<file path="src/rtl/ethernet_rx_mmio_reader.sv">
// Hardware RX drain engine: polls the Ethernet controller over MMIO, reads each
// received packet out of the RX buffer, streams it on valid/ready, then acks it.
module ethernet_rx_mmio_reader #(
    parameter int eth_mtu_p    = 2048,
    parameter int data_width_p = 32,
    parameter int poll_gap_p   = 16,
    localparam int packet_size_width_lp = $clog2(eth_mtu_p + 1)
) (
    input  logic                            clk_i,
    input  logic                            reset_i,
    input  logic                            enable_i,
    output logic [13:0]                     mmio_addr_o,
    output logic                            mmio_read_en_o,
    output logic                            mmio_write_en_o,
    input  logic                            mmio_ready_and_i,
    output logic [1:0]                      mmio_op_size_o,
    output logic [31:0]                     mmio_write_data_o,
    input  logic                            mmio_valid_i,
    output logic                            mmio_ready_and_o,
    input  logic [31:0]                     mmio_read_data_i,
    input  logic                            mmio_decode_error_i,
    output logic [31:0]                     pkt_data_o,
    output logic                            pkt_v_o,
    input  logic                            pkt_ready_and_i,
    output logic                            pkt_last_o,
    output logic [2:0]                      pkt_last_bytes_o,
    output logic [packet_size_width_lp-1:0] pkt_len_o,
    output logic                            busy_o,
    output logic                            error_o
);
    localparam int W = packet_size_width_lp;
    localparam int gap_width_lp = $clog2(poll_gap_p + 1);
    localparam logic [13:0] ADDR_LEN  = 14'h1004;
    localparam logic [13:0] ADDR_PEND = 14'h1010;
    localparam logic [13:0] ADDR_IRQ  = 14'h1014;
    localparam logic [W-1:0] MTU_LP = W'(eth_mtu_p);
    localparam logic [gap_width_lp-1:0] GAP_LP = gap_width_lp'(poll_gap_p);

    typedef enum logic [3:0] {
        S_INIT_REQ, S_INIT_RSP, S_POLL_WAIT, S_POLL_REQ, S_POLL_RSP, S_LEN_REQ,
        S_LEN_RSP, S_DATA_REQ, S_DATA_RSP, S_CLR_REQ, S_CLR_RSP
    } state_e;

    state_e                    state_q;
    logic [13:0]               addr_q;
    logic                      rd_q, wr_q, dec_err_q, error_q;
    logic [data_width_p-1:0]   wdata_q, pkt_data_q;
    logic                      pkt_v_q, pkt_last_q;
    logic [2:0]                pkt_last_bytes_q;
    logic [W-1:0]              len_q, wcnt_q;
    logic [gap_width_lp-1:0]   gap_q;

    logic                      req_state, req_wr, rsp_state, consume, issue_ok;
    logic [13:0]               req_addr;
    logic [31:0]               req_data;
    state_e                    rsp_next;
    logic [W-1:0]              len_rd, last_word;
    logic                      len_bad, is_last;
    logic [2:0]                last_bytes;

    always_comb begin
        req_state = 1'b0;
        req_wr    = 1'b0;
        req_addr  = 14'h0;
        req_data  = 32'h0;
        rsp_next  = state_q;
        case (state_q)
            S_INIT_REQ: begin req_state = 1'b1; req_wr = 1'b1; req_addr = ADDR_IRQ;  rsp_next = S_INIT_RSP; end
            S_POLL_REQ: begin req_state = 1'b1; req_addr = ADDR_PEND; rsp_next = S_POLL_RSP; end
            S_LEN_REQ:  begin req_state = 1'b1; req_addr = ADDR_LEN;  rsp_next = S_LEN_RSP;  end
            S_DATA_REQ: begin req_state = 1'b1; req_addr = 14'({wcnt_q, 2'b00}); rsp_next = S_DATA_RSP; end
            S_CLR_REQ:  begin req_state = 1'b1; req_wr = 1'b1; req_addr = ADDR_PEND; req_data = 32'h1;
                              rsp_next = S_CLR_RSP; end
            default: ;
        endcase
    end

    assign rsp_state = (state_q == S_INIT_RSP) || (state_q == S_POLL_RSP) || (state_q == S_LEN_RSP) ||
                       (state_q == S_DATA_RSP) || (state_q == S_CLR_RSP);
    assign mmio_ready_and_o = (state_q == S_DATA_RSP) ? (~pkt_v_q | pkt_ready_and_i) : rsp_state;
    assign consume = mmio_valid_i & mmio_ready_and_o;
    // A data read is only launched once the stream register can take its word.
    assign issue_ok = (state_q != S_DATA_REQ) | ~pkt_v_q | pkt_ready_and_i;

    assign len_rd     = mmio_read_data_i[W-1:0];
    assign len_bad    = (|mmio_read_data_i[data_width_p-1:W]) | (len_rd > MTU_LP);
    assign last_word  = (len_q - W'(1)) >> 2;
    assign is_last    = (wcnt_q == last_word);
    assign last_bytes = (len_q[1:0] == 2'b00) ? 3'd4 : {1'b0, len_q[1:0]};

    always_ff @(posedge clk_i) begin
        if (reset_i) begin
            state_q          <= S_INIT_REQ;
            addr_q           <= 14'h0;
            rd_q             <= 1'b0;
            wr_q             <= 1'b0;
            wdata_q          <= '0;
            dec_err_q        <= 1'b0;
            error_q          <= 1'b0;
            pkt_data_q       <= '0;
            pkt_v_q          <= 1'b0;
            pkt_last_q       <= 1'b0;
            pkt_last_bytes_q <= 3'd0;
            len_q            <= '0;
            wcnt_q           <= '0;
            gap_q            <= '0;
        end else begin
            if (pkt_ready_and_i) begin
                pkt_v_q          <= 1'b0;
                pkt_last_q       <= 1'b0;
                pkt_last_bytes_q <= 3'd0;
            end
            if (req_state) begin
                if (!(rd_q || wr_q)) begin
                    if (issue_ok) begin
                        addr_q  <= req_addr;
                        rd_q    <= ~req_wr;
                        wr_q    <= req_wr;
                        wdata_q <= req_data;
                    end
                end else if (mmio_ready_and_i) begin
                    rd_q    <= 1'b0;
                    wr_q    <= 1'b0;
                    state_q <= rsp_next;
                    if (mmio_decode_error_i) begin
                        error_q   <= 1'b1;
                        dec_err_q <= 1'b1;
                    end
                end
            end else if (rsp_state && consume && dec_err_q) begin
                dec_err_q <= 1'b0;
                gap_q     <= GAP_LP;
                state_q   <= S_POLL_WAIT;
            end else begin
                case (state_q)
                    S_INIT_RSP, S_CLR_RSP: if (consume) begin
                        gap_q   <= '0;
                        state_q <= S_POLL_WAIT;
                    end
                    S_POLL_WAIT: begin
                        if (enable_i && gap_q == '0) state_q <= S_POLL_REQ;
                        else if (gap_q != '0)        gap_q   <= gap_q - gap_width_lp'(1);
                    end
                    S_POLL_RSP: if (consume) begin
                        if (mmio_read_data_i[0]) state_q <= S_LEN_REQ;
                        else begin
                            gap_q   <= GAP_LP;
                            state_q <= S_POLL_WAIT;
                        end
                    end
                    S_LEN_RSP: if (consume) begin
                        len_q  <= len_rd;
                        wcnt_q <= '0;
                        if (mmio_read_data_i == 32'h0) state_q <= S_CLR_REQ;
                        else if (len_bad) begin
                            error_q <= 1'b1;
                            state_q <= S_CLR_REQ;
                        end else state_q <= S_DATA_REQ;
                    end
                    S_DATA_RSP: if (consume) begin
                        pkt_v_q          <= 1'b1;
                        pkt_data_q       <= mmio_read_data_i;
                        pkt_last_q       <= is_last;
                        pkt_last_bytes_q <= is_last ? last_bytes : 3'd0;
                        if (is_last) state_q <= S_CLR_REQ;
                        else begin
                            wcnt_q  <= wcnt_q + W'(1);
                            state_q <= S_DATA_REQ;
                        end
                    end
                    default: ;
                endcase
            end
        end
    end

    assign mmio_addr_o       = addr_q;
    assign mmio_read_en_o    = rd_q;
    assign mmio_write_en_o   = wr_q;
    assign mmio_op_size_o    = 2'd2;
    assign mmio_write_data_o = wdata_q;
    assign pkt_data_o        = pkt_data_q;
    assign pkt_v_o           = pkt_v_q;
    assign pkt_last_o        = pkt_last_q;
    assign pkt_last_bytes_o  = pkt_last_bytes_q;
    assign pkt_len_o         = len_q;
    assign busy_o            = (state_q != S_POLL_WAIT) && (state_q != S_INIT_REQ);
    assign error_o           = error_q;
endmodule

</file>
<file path="config.mk">
export PLATFORM = sky130hd
export DESIGN_NAME = ethernet_rx_mmio_reader
export DESIGN_NICKNAME = d
export VERILOG_FILES = /design/src/rtl/ethernet_rx_mmio_reader.sv
export SDC_FILE = /design/constraint.sdc
export NUM_CORES = 1
export LEC_CHECK = 0
export ABC_AREA = 1
export BUFFER_PORTS_ARGS = -buffer_cell sky130_fd_sc_hd__buf_2
export CAP_MARGIN = 30
export CORE_ASPECT_RATIO = 1.1
export CORE_MARGIN = 2
export CORE_UTILIZATION = 50
export CTS_BUF_LIST = sky130_fd_sc_hd__clkbuf_4 sky130_fd_sc_hd__clkbuf_8
export CTS_CLUSTER_DIAMETER = 150
export DETAILED_ROUTE_END_ITERATION = 6
export PLACE_DENSITY_LB_ADDON = 0.15
export SLEW_MARGIN = 0
export SYNTH_ARGS = -nofsm -noshare
export SYNTH_HDL_FRONTEND = slang
export SYNTH_SLANG_ARGS = --single-unit
</file>
<file path="constraint.sdc">
create_clock -name clk_i -period 3.89 [get_ports clk_i]
set_clock_uncertainty 0.15 [all_clocks]
set_input_delay 0.5835 -clock clk_i [delete_from_list [all_inputs] [get_ports clk_i]]
set_output_delay 0.5835 -clock clk_i [all_outputs]
set_load 0.01 [all_outputs]
</file>
## After elaboration in Yosys (flattened, before gate mapping)

Index checks and enable logic that the tools add are counted.

| storage, ports and cells | value |
|---|---|
| bits in latches | 0 |
| memory bits (read-only) | 0 |
| bits in writable memories | 0 |
| bits in registers | 120 |
| memories | 0 |
| word-level logic and storage cells | 162 |
| bits of input ports | 39 |

| cells by class | value |
|---|---|
| bitwise logic cells | 10 |
| $lt $le $gt $ge | 1 |
| add/subtract/negate cells | 3 |
| eq/ne operators | 33 |
| shifts and indexed selects | 0 |
| multipliers | 0 |
| reduce and logical (&&, ||, !) cells | 37 |
| mux-type cells | 64 |
| divide/modulo/power cells | 0 |

Operators with widths:

| operator | number |
|---|---|
| case mux 14 bit (4 select lines) | 1 |
| two-way mux 4 bit | 12 |
| case mux 4 bit (5 select lines) | 2 |
| two-way mux 12 bit | 3 |
| logical NOT 32 bit | 1 |
| two-way mux 1 bit | 30 |
| two-way mux 5 bit | 6 |
| two-way mux 3 bit | 8 |
| case mux 12 bit (2 select lines) | 1 |
| OR reduction 20 bit | 1 |
| == test 4 x 3 -> 1 bit (second input constant) | 4 |
| inequality test 2 bit (second input constant) | 8 |
| inequality test 4 x 3 -> 1 bit (second input constant) | 4 |
| case mux 5 bit (3 select lines) | 1 |
| adder 12 x 1 -> 12 bit (second input constant) | 1 |
| == test 12 x 10 -> 1 bit | 1 |
| == test 4 bit (second input constant) | 3 |
| > comparator 12 bit (second input constant) | 1 |
| AND reduction 4 bit | 3 |
| nonzero test 2 bit | 6 |
| subtractor 12 x 1 -> 12 bit (second input constant) | 1 |
| inequality test 3 bit (second input constant) | 3 |
| AND reduction 9 bit | 1 |
| == test 4 x 2 -> 1 bit (second input constant) | 2 |
| 24 further kinds | 44 |

## Longest topological paths before layout

| depth | value |
|---|---|
| depth after elaboration | 11 |
| gate-level depth with buffers | 14 |
| depth with buffers taken out | 14 |

## Worst setup path before layout

Ideal clock, no wire load.

| path | value |
|---|---|
| path type | register -> register |
| from | reg state_q[1] |
| to | reg wcnt_q[0] |
| buffers on the path | 1 |
| slack | 1835 ps |
| data required time | 3624 ps |
| setup time | 116 ps |
| stages on the path, launching flop included | 15 |
| arrival | 1789 ps |
| cell sequence | dfxtp_1 > inv_2 > nor2_2 > inv_2 > nor2_4 > nor2_2 > a21boi_2 > nand2_2 > nor2_4 > nand2_2 > nand2_2 > nand2_2 > buf_4 > nor2_1 > nor2_1 |

| between the ends | value |
|---|---|
| cells in the longest elaborated chain, start to end | 11 |
| elaborated cells between the ends (all ways) | 28 |
| classes of those cells | eq/ne (12); mux (3); bitwise (3); reduce/logical (10) |

RTL lines:

| element | line | RTL |
|---|---|---|
| start: declaration | 44 | `state_e state_q;` |
| start signal: assignment | 124 | `state_q <= rsp_next;` |
| == test 4 x 1 -> 1 bit / == test 4 x 3 -> 1 bit (equally long branches) | 78 | `assign rsp_state = (state_q == S_INIT_RSP) \|\| (state_q == S_POLL_RSP) \|\| (state_q == S_LEN_RSP) \|\|` |
| logical OR 1 bit (3 in a row) | 78 |  |
| logical OR 1 bit | 79 | `(state_q == S_DATA_RSP) \|\| (state_q == S_CLR_RSP);` |
| two-way mux 1 bit * | 80 | `assign mmio_ready_and_o = (state_q == S_DATA_RSP) ? (~pkt_v_q \| pkt_ready_and_i) : rsp_state;` |
| net mmio_ready_and_o | 19 | `output logic mmio_ready_and_o,` |
| bitwise AND 1 bit * | 81 | `assign consume = mmio_valid_i & mmio_ready_and_o;` |
| logical AND 1 bit (2 in a row) | 130 | `end else if (rsp_state && consume && dec_err_q) begin` |
| inverter 1 bit (no source line) | n/a |  |
| AND reduction 6 bit (no source line) * | n/a |  |
| end signal: assignment | 167 | `wcnt_q <= wcnt_q + W'(1);` |
| end: declaration | 50 | `logic [W-1:0] len_q, wcnt_q;` |

The timed path passes the listed nets; every way through them passes the cells marked *.
A chain may end at the register's enable or synchronous reset.

## Worst setup path after layout

| path | value |
|---|---|
| from | reg state_q[3] |
| to | reg addr_q[12] (netlist: mmio_addr_o[12]) |

| between the ends | value |
|---|---|
| cells in the longest elaborated chain, start to end | 4 |
| elaborated cells between the ends (all ways) | 13 |
| classes of those cells | eq/ne (5); mux (2); bitwise (2); reduce/logical (4) |

RTL lines:

| element | line | RTL |
|---|---|---|
| == test 4 bit (tied with other cells) | 67 | `case (state_q)` |
| OR reduction 5 bit (no source line) / OR 1 bit (equally long branches) | n/a |  |
| two-way mux 1 bit / OR 1 bit (equally long branches) | 67, 83 |  |
| AND reduction 3 bit (no source line) | n/a |  |
| end signal: assignment | 116 | `addr_q <= req_addr;` |
| end: declaration | 45 | `logic [13:0] addr_q;` |

Parallel ways exist; a longest one is shown, timed or not.

==> key figures <==
Layout
  • Diodes inserted: 0
  • Area delta synth->final: 13.44%
  • Share of layout cells above drive strength 1: 0.1918
  • Final #Nets: 820

STA
  • Setup tns final: 0 ps
  • Smallest hold slack: 316.6 ps
  • Endpoints failing setup: 0
  • Shortest period the worst path allows: 2861 ps
  • Final hold violation count: 0
  • RSZ-0062 raised after global routing: no
  • Worst-Margin Slew: 692.1 ps
  • Max Fclk: 349.5 MHz
  • Slew margin rel.: 0.5369
  • Slew Limit Fails: 0
  • Period utilization: 0.7356

Drt
  • WL final: 11.93 mm
  • Number of detailed-route iterations in the first pass: 5
  • Post-route ant nets: 0
  • Initial DRC Count: 312
  • Vias/cell: 5.128
  • Remaining DRCs: 0
  • Drt wl/cell: 13.27 µm
  • Via count: 4610

Global routing
  • Tot GR Track Use: 0.2367
  • Largest net degree at the start of global routing: 66
  • Vias in the first global route: 4170
  • Initial antenna violation count: 0
  • First-pass GRT wire length: 19.38 mm
  • GR Overflow Total: 0

Placed design
  • GPL Wtd Cong: 0.8868
  • Dpl hpwl: 9.046 mm
  • PortBufs: 105

Worst setup path
  • CP Class: flip-flop to flip-flop
  • Crit-path max FO: 17
  • CP max stage delay: 560 ps
  • Reg2reg path depth: 10
  • R2R setup slack: 1030 ps
  • Crit path required time: 3980 ps
  • Critical-path cell list: inv_1 > nand2_2 > nor2_1 > nor2_1 > nand2_1 > nand2_1 > nor2_2 > inv_1 > nor2_1 > a31oi_1
  • Worst path most repeated cell: nor2_1
  • Reg2Reg Launch Point: state_q[3]
  • Worst Path Arrival: 2950 ps
  • Slowest cell on crit path: nor2_1
  • Critical Path End Type: flip-flop
  • Critical path launch point type: flip-flop
  • Worst r2r dst: mmio_addr_o[12]

Yosys
  • Synth Register Bits: 87
  • Synth Area per Inst: 6.855 µm²
  • Cell count after synthesis: 687
  • Post-Syn Area: 0.004710 mm²
  • Synth warn: 0
  • Unique cell type count in the Yosys netlist: 38
  • Seq/Total Area, Yosys: 0.3698

Clocking
  • Post-CTS sizing: 0
  • Clock latency on the worst-skew pair: 350 ps
  • Max clock buf depth: 2
  • # Post-CTS Setup Buffers: 0
  • Root buffer cell: clkbuf_8
  • Clock Sinks: 87
  • Hold buffer count at cts: 0
  • Clock buffer count from CTS: 9
  • Htree depth: 3
  • Reg clk slew, reported paths: 90 ps
  • CTS tree: yes

Worst hold path
  • Worst hold path type: flip-flop to flip-flop
  • Hold Path Origin: pkt_data_o[8]
  • Hold EP: pkt_data_o[8]
  • WHS Path Cells: 2

Die
  • Die H: 105.8 µm
  • I/O Pins: 141
  • Site row count: 37
  • Core Region: 0.009259 mm²
  • Overall die area: 0.01021 mm²
  • Initial Util: 0.5086
  • Die W: 96.54 µm

Status
  • Status: finished, final reports clean

Job
  • Max cap viols: 0

Pwr
  • Pwr dens: 546.0 mW/mm²
  • Max IR drop VDD: 0.3015 mV
  • P_leak: 2.365 nW
-- cell families after synthesis --
| logic type | share of synthesized area |
|---|---|
| DFF | 0.3698 |
| buffers and inverters | 0.1262 |
| other | 0.001595 |
| adders and majority gates | 0.007971 |
| and+or+nand+nor | 0.3361 |
| AOI/OAI and AO/OA | 0.1323 |
| xor gates and xnor gates | 0.02604 |
-- through the flow --
step	std cells	utilization	total power [mW]	setup slack [ps]	cell area (µm²)
after floorplan	720	-	1.971	1835	4833
after global placement	884	0.5532	2.199	1263	5122
after detailed placement	884	0.5532	2.227	1034	5122
after CTS	899	0.5770	2.928	1007	5343
after global routing	899	0.5770	3.112	714.8	5343
final	899	0.5770	2.917	1029	5343
-- routing by layer --
| metal | up-vias | track usage | share of wire |
|---|---|---|---|
| met1 | 2086 | 0.3012 | 0.43 |
| li1 | 2362 | - | - |
| met4 | 0 | 0.07545 | 0.017 |
| met3 | 15 | 0.06004 | 0.066 |
| met2 | 147 | 0.3889 | 0.49 |
| met5 | - | 0 | 0 |
-- layout make-up --
cell class,count,area (µm²)
Clock inverter,5,82.58
Sequential cell,87,1742
Fill cell,949,3916
Timing Repair Buffer,107,540.5
Clock buffer,10,137.6
Inverter,52,196.4
Tap cell,117,146.4
Multi-Input combinational cell,521,2497
-- cells in the final DEF, fill, tap and decap left out, types with 19 or more instances in the layout --
cell type  instances
nand2_1          181
buf_2            105
conb_1            35
a21oi_1           85
nor2_1            52
nor3_1            19
dfxtp_1           87
nand3_1           55
inv_1             46
o21ai_0           27
-- how the worst max path moves through the flow --
stage | startpoint | end | slack, ps
2_1_floorplan | state_q[1] | wcnt_q[0] | 1840
4_1_cts | state_q[3] | mmio_addr_o[12] | 1010
3_3_place_gp | state_q[3] | mmio_addr_o[12] | 1260
6_report | state_q[3] | mmio_addr_o[12] | 1030
3_5_place_dp | state_q[3] | mmio_addr_o[12] | 1030
5_1_grt | state_q[2] | mmio_addr_o[12] | 710
-- report_power, final --
group | switching, mW | internal (mW)
registers | 0.0681 | 0.976
clock network | 0.319 | 0.377
logic | 0.820 | 0.356
-- cells in the mapped netlist --
master / n / share of area
nand2_1: 181 / 0.14
dfxtp_1: 87 / 0.37
a21oi_1: 85 / 0.090
nand3_1: 55 / 0.058
nor2_1: 52 / 0.041
inv_1: 46 / 0.037
buf_4: 39 / 0.062
o21ai_0: 27 / 0.029
nor3_1: 19 / 0.020
clkbuf_1: 14 / 0.011
xor2_1: 13 / 0.024
nand4_1: 9 / 0.012
nand3b_1: 7 / 0.011
nand2_2: 6 / 0.0080
nor2_2: 6 / 0.0080
inv_2: 4 / 0.0032
nor4_1: 4 / 0.0053
buf_2: 3 / 0.0032
buf_6: 3 / 0.0072
ha_1: 3 / 0.0080
nor2_4: 3 / 0.0072
a41oi_1: 2 / 0.0037
and3_1: 2 / 0.0027
conb_1: 2 / 0.0016
nand2_4: 2 / 0.0048
a211oi_2: 1 / 0.0027
a21boi_0: 1 / 0.0016
a21boi_2: 1 / 0.0024
a22oi_1: 1 / 0.0016
a31oi_1: 1 / 0.0013
buf_1: 1 / 0.00080
clkinv_1: 1 / 0.00080
clkinv_2: 1 / 0.0011
nand4_2: 1 / 0.0027
nand4_4: 1 / 0.0045
nor2_8: 1 / 0.0043
or2_2: 1 / 0.0013
xnor2_1: 1 / 0.0019
-- critical path, delay by kind of cell (launching register included) --
kind | cells | cell delay (ps)
AO/OA/AOI/OAI | 1 | 100
buffers and inverters | 2 | 440
flip-flops | 1 | 370
AND/OR/NAND/NOR | 7 | 1690
-- registers in the layout, summed over array words and instances (netlist names), 3 cells and up --
name,count
wcnt_q,12
mmio_addr_o,12
gap_q,5
pkt_len_o,12
pkt_last_bytes_o,3
state_q,4
pkt_data_o,32
(Power assumes the default switching activity.)
